### src/rtl/gs_row_feeder.sv
// Row sequencer for a Gauss-Seidel core: holds the coefficient rows and the
// solution vector, issues one row per request, and streams the result back out.
module gs_row_feeder #(
  parameter int N_ROW = 8,
  parameter int TMO   = 1024
) (
  input  logic         i_clk,
  input  logic         i_rst_n,
  input  logic         i_load_valid,
  input  logic [2:0]   i_load_row,
  input  logic [55:0]  i_load_a,
  input  logic [7:0]   i_load_b,
  input  logic [31:0]  i_load_adown,
  input  logic         i_start,
  input  logic [7:0]   i_iter,
  output logic         o_core_reset,
  output logic         o_core_valid,
  output logic [55:0]  o_a,
  output logic [7:0]   o_b,
  output logic [31:0]  o_a_down,
  output logic [223:0] o_x,
  input  logic         i_core_valid,
  input  logic [31:0]  i_x_next,
  output logic         o_busy,
  output logic         o_done,
  output logic         o_err,
  output logic         o_x_valid,
  output logic [2:0]   o_x_idx,
  output logic [31:0]  o_x_data
);

  // state | meaning
  // IDLE  | accepts row loads and start
  // CLR   | one-cycle clear pulse to the core
  // ISSUE | one-cycle request pulse, operands presented
  // WAIT  | waiting for core result, timeout down-counter running
  // OUT   | streaming x[0..7], then one-cycle done
  typedef enum logic [2:0] {IDLE, CLR, ISSUE, WAIT, OUT} state_t;

  localparam int TW = $clog2(TMO + 1);

  state_t        state;
  logic [55:0]   st_a  [N_ROW];
  logic [7:0]    st_b  [N_ROW];
  logic [31:0]   st_ad [N_ROW];
  logic [31:0]   x     [N_ROW];
  logic [2:0]    row;
  logic [7:0]    sweep;
  logic [7:0]    iter;
  logic [TW-1:0] tmo_cnt;

  assign o_a      = st_a[row];
  assign o_b      = st_b[row];
  assign o_a_down = st_ad[row];
  assign o_x_data = o_x_valid ? x[o_x_idx] : '0;

  // Field k carries the k-th x index that skips the current row.
  always_comb begin
    logic [2:0] j;
    j   = '0;
    o_x = '0;
    for (int k = 0; k < 7; k++) begin
      j = (3'(k) < row) ? 3'(k) : 3'(k + 1);
      o_x[32*k +: 32] = x[j];
    end
  end

  always_ff @(posedge i_clk or negedge i_rst_n) begin
    if (!i_rst_n) begin
      state        <= IDLE;
      row          <= '0;
      sweep        <= '0;
      iter         <= '0;
      tmo_cnt      <= '0;
      o_core_reset <= 1'b0;
      o_core_valid <= 1'b0;
      o_busy       <= 1'b0;
      o_done       <= 1'b0;
      o_err        <= 1'b0;
      o_x_valid    <= 1'b0;
      o_x_idx      <= '0;
      for (int i = 0; i < N_ROW; i++) begin
        st_a[i]  <= '0;
        st_b[i]  <= '0;
        st_ad[i] <= '0;
        x[i]     <= '0;
      end
    end else begin
      o_core_reset <= 1'b0;
      o_core_valid <= 1'b0;
      o_done       <= 1'b0;
      case (state)
        IDLE: begin
          if (i_load_valid) begin
            st_a[i_load_row]  <= i_load_a;
            st_b[i_load_row]  <= i_load_b;
            st_ad[i_load_row] <= i_load_adown;
          end
          if (i_start) begin
            for (int i = 0; i < N_ROW; i++) x[i] <= '0;
            iter   <= i_iter;
            row    <= '0;
            sweep  <= '0;
            o_err  <= 1'b0;
            o_busy <= 1'b1;
            if (i_iter != 8'd0) begin
              state        <= CLR;
              o_core_reset <= 1'b1;
            end else begin
              state     <= OUT;
              o_x_valid <= 1'b1;
              o_x_idx   <= '0;
            end
          end
        end
        CLR: begin
          state        <= ISSUE;
          o_core_valid <= 1'b1;
        end
        ISSUE: begin
          state   <= WAIT;
          tmo_cnt <= TW'(TMO - 1);
        end
        WAIT: begin
          // A result arriving on the terminal-count cycle takes priority.
          if (i_core_valid) begin
            x[row] <= i_x_next;
            if (row == 3'd7) begin
              row   <= '0;
              sweep <= sweep + 8'd1;
              if (sweep + 8'd1 == iter) begin
                state     <= OUT;
                o_x_valid <= 1'b1;
                o_x_idx   <= '0;
              end else begin
                state        <= CLR;
                o_core_reset <= 1'b1;
              end
            end else begin
              row          <= row + 3'd1;
              state        <= CLR;
              o_core_reset <= 1'b1;
            end
          end else if (tmo_cnt == TW'(1)) begin
            o_err  <= 1'b1;
            o_busy <= 1'b0;
            state  <= IDLE;
          end else begin
            tmo_cnt <= tmo_cnt - TW'(1);
          end
        end
        OUT: begin
          if (o_x_idx == 3'd7) begin
            o_x_valid <= 1'b0;
            o_x_idx   <= '0;
            o_done    <= 1'b1;
            o_busy    <= 1'b0;
            state     <= IDLE;
          end else begin
            o_x_idx <= o_x_idx + 3'd1;
          end
        end
        default: state <= IDLE;
      endcase
    end
  end

endmodule

### config.mk
export PLATFORM = sky130hd
export DESIGN_NAME = gs_row_feeder
export DESIGN_NICKNAME = d
export VERILOG_FILES = /design/src/rtl/gs_row_feeder.sv
export SDC_FILE = /design/constraint.sdc
export NUM_CORES = 2
export LEC_CHECK = 0
export CELL_PAD_IN_SITES_DETAIL_PLACEMENT = 1
export CELL_PAD_IN_SITES_GLOBAL_PLACEMENT = 2
export CORE_MARGIN = 2
export CORE_UTILIZATION = 41
export CTS_BUF_LIST = sky130_fd_sc_hd__clkbuf_4
export DETAILED_ROUTE_END_ITERATION = 10
export PLACE_DENSITY = 0.84
export SKIP_CTS_REPAIR_TIMING = 1
export SYNTH_ARGS = -nofsm -noshare
export SYNTH_HDL_FRONTEND = slang
export SYNTH_SLANG_ARGS = --single-unit
### constraint.sdc
create_clock -name i_clk -period 2.49 [get_ports i_clk]
set_input_delay 0.249 -clock i_clk [delete_from_list [all_inputs] [get_ports i_clk]]
set_output_delay 0.249 -clock i_clk [all_outputs]
set_load 0.1 [all_outputs]
==> out/qor.yml <==
cts.sinks: 1066
path_clk_slew_ns: 0.07
wl_um: 202000
gr-usage-all-layers_pct: 28.7
startpoint_type: "register"
synth_top_area_share_pct: 53.5
grt_first_pass_wirelength_um: 272000
r2r_end: "o_x_idx[2]"
ys.flop_type: "dfrtp_1"
yosys.cell_types.count: 60
clock_latency_ns: 1.25
ant_nets: 0
start_util_pct: 41.5
period_minus_slack_ns: 3.61
ir_worst_vdd_v: 0.00183
max_stage_delay_ns: 0.56
syn_to_final_growth_pct: 43.8
synth_most_common_cell: "dfrtp_1"
cts_tree: "yes"
final_cell_count_no_fill: 6563
final-seq-area_sq_um: 26700
numCtsBuffers: 310
finalClockSkew_ns: 0.147
worstPathRequired_ns: 2.24
maxCapViolCount: 0
path_class: "reg -> out"
crit_chain: "buf_12 -> buf_6 -> nor2_4 -> buf_12 -> a21oi_2 -> a21oi_1 -> a221o_1 -> buf_12"
pin_count: 505
r2r_slack_ns: -0.06
hold_path_end: "st_a[170]"
wire_per_inst_um: 30.7
synth-seq-cells: 1066
multiInputGateArea_sq_um: 24300
slew_headroom_pct: 53.2
yosys-top-cells-count: "dfrtp_1, mux2_2, a22o_1"
cp_max_fo: 21
synthArstFlopShare_pct: 100
die_w_um: 353
drive_above_1_share_pct: 52.9
hpwl_um: 120000
nets: 4888
hold_viol: 0
p_leak_nw: 32.5
post-place-cells: 5786
grt_max_degree: 111
nFillCells: 11200
die_h_um: 353
reg2reg_depth: 8
cts_root_buf: "clkbuf_4"
vias_per_cell: 6.02
fin_crit_sh_pct: 145
fin_util_pct: 59.6
dieArea_sq_um: 124000
dr_total_vias: 39500
setup_viol: 355
gr-total-overflow: 0
grt_pass1_vias: 41000
synth.yosys.seq_area_share_pct: 53.5
end_kind: "primary output"
max_freq_ghz: 0.277
port_buffers: 504
synth_nets: 3901
synth_edf_count: 0
hp-start: "i_load_valid"
antenna_found_initial: 15
netlist_area_sq_um: 49900
synth_top_area_cell: "dfrtp_1"
worst_slack_ns: -1.12
min_path_type: "in -> reg"
yosysWarnings: 0
worst_pin_slew_ns: 0.697
crit_arrival_ns: 3.36
first_pass_iters: 5
syn-mean-instance-area_sq_um: 13.3
violations: "setup timing"
status: "finished with violations"
cpMaxStageDelayCell: "dfrtp_4"
drc: 0
htree_levels: 5
placementRows: 127
gp_congestion: 0.848
crit_buf_inv: 4
p_per_area_nw_per_um2: 1500
slew_viol_final: 0
r2r-start: "row[0]"
crit_top_cell: "buf_12"
critPathTopFamily: "buffers and inverters"
drt_iter0_markers: 2837
max-clock-path-buffers: 4
hold_depth: 6
netlist_instances: 3750
coreArea_sq_um: 120000
synthTopCellsByArea: "dfrtp_1, mux2_2, a22o_1, mux4_2, mux2i_1"
rsz0062_at_grt: "yes"
[cell type report]
type                            count  area share (%)
Clock inverter                     61           0.489
Timing Repair Buffer             1003            20.7
Clock buffer                      458            4.79
Sequential cell                  1066            37.2
Inverter                           10          0.0593
Antenna cell                        7          0.0244
Multi-Input combinational cell   2346            33.9
Tap cell                         1612            2.81
[where the power goes]
group / internal [W] / leakage (nW) / switching (W)
sequential: 0.0238 / 14.0 / 0.00495
combinational: 0.0250 / 16.2 / 0.0372
clock: 0.00877 / 2.28 / 0.00805
total: 0.0577 / 32.5 / 0.0502
[how the worst max path moves through the flow]
stage,from,endpoint,cells after the start
CTS,row[0],o_a[20],7
detailed placement,row[0],o_a[20],7
finish,row[0],o_a[7],8
global placement,row[0],o_a[20],7
global route,row[0],o_a[47],8
floorplan,row[1],o_a[47],6
[worst reg2reg max path, cell delays in order, from the launching register on]
cell and delay (ns):
dfrtp_4 0.52, buf_4 0.15, ha_1 0.16, ha_1 0.26
nand3_1 0.11, or4_4 0.51, a2111oi_0 0.43, buf_4 0.19
o21ai_0 0.09
[routing by layer]
metal	global-route usage [%]	part of all wire, %	vias up
li1	-	-	16300
met4	11.5	4.6	20
met5	0	0.056	-
met3	6.63	6.8	541
met2	47.3	49	1777
met1	36.5	39	20900
[metrics by stage]
stage               power [W]  setup WS [ns]  TNS (ns)  hold slack, ns  area, sq um
floorplan              0.0621         -0.223    -0.863         -0.0466        50800
global placement       0.0828        -0.0894   -0.0894           0.231        63300
detailed placement     0.0841        -0.0333   -0.0423           0.232        63300
CTS                     0.101          -1.40   -371.72           -1.10        67100
global route            0.111          -1.24   -343.40           0.164        71700
finish                  0.108          -1.12   -304.88           0.223        71700
[layout by cell type, fill, tap and decap left out, types with 26 or more instances in the layout]
cell type and instances:
nor2b_4 34, nand2_2 38, clkinv_1 43, buf_12 461, mux2_2 946, a221oi_4 26, buf_4 190, buf_6 26
a22o_1 267, a22oi_1 52, o21ai_0 26, nand2_1 198, mux4_2 82, mux2i_1 101, clkbuf_4 458, clkbuf_16 27
dfrtp_1 1060, mux2_4 72, a221o_2 35, a221oi_2 50, clkdlybuf4s50_1 142, dlygate4sd3_1 140, nor2_1 92, a21oi_1 63
[logic make-up after synthesis]
family / Yosys count / synth area share, %
compound gates: 666 / 10.6
xor+xnor: 18 / 0.316
fa+ha+maj: 7 / 0.176
buf+inv: 338 / 2.70
flops: 1066 / 53.5
mux: 1210 / 28.9
simple gates: 445 / 3.89
[flip-flops by register name, indices dropped and copies added, names as in the netlist, 3 cells and up]
name     cells
x          256
row          3
state        3
sweep        8
o_x_idx      3
iter         8
st_b        64
st_a       448
tmo_cnt     11
st_ad      256
No activity file was read; power rests on OpenSTA's default activity.
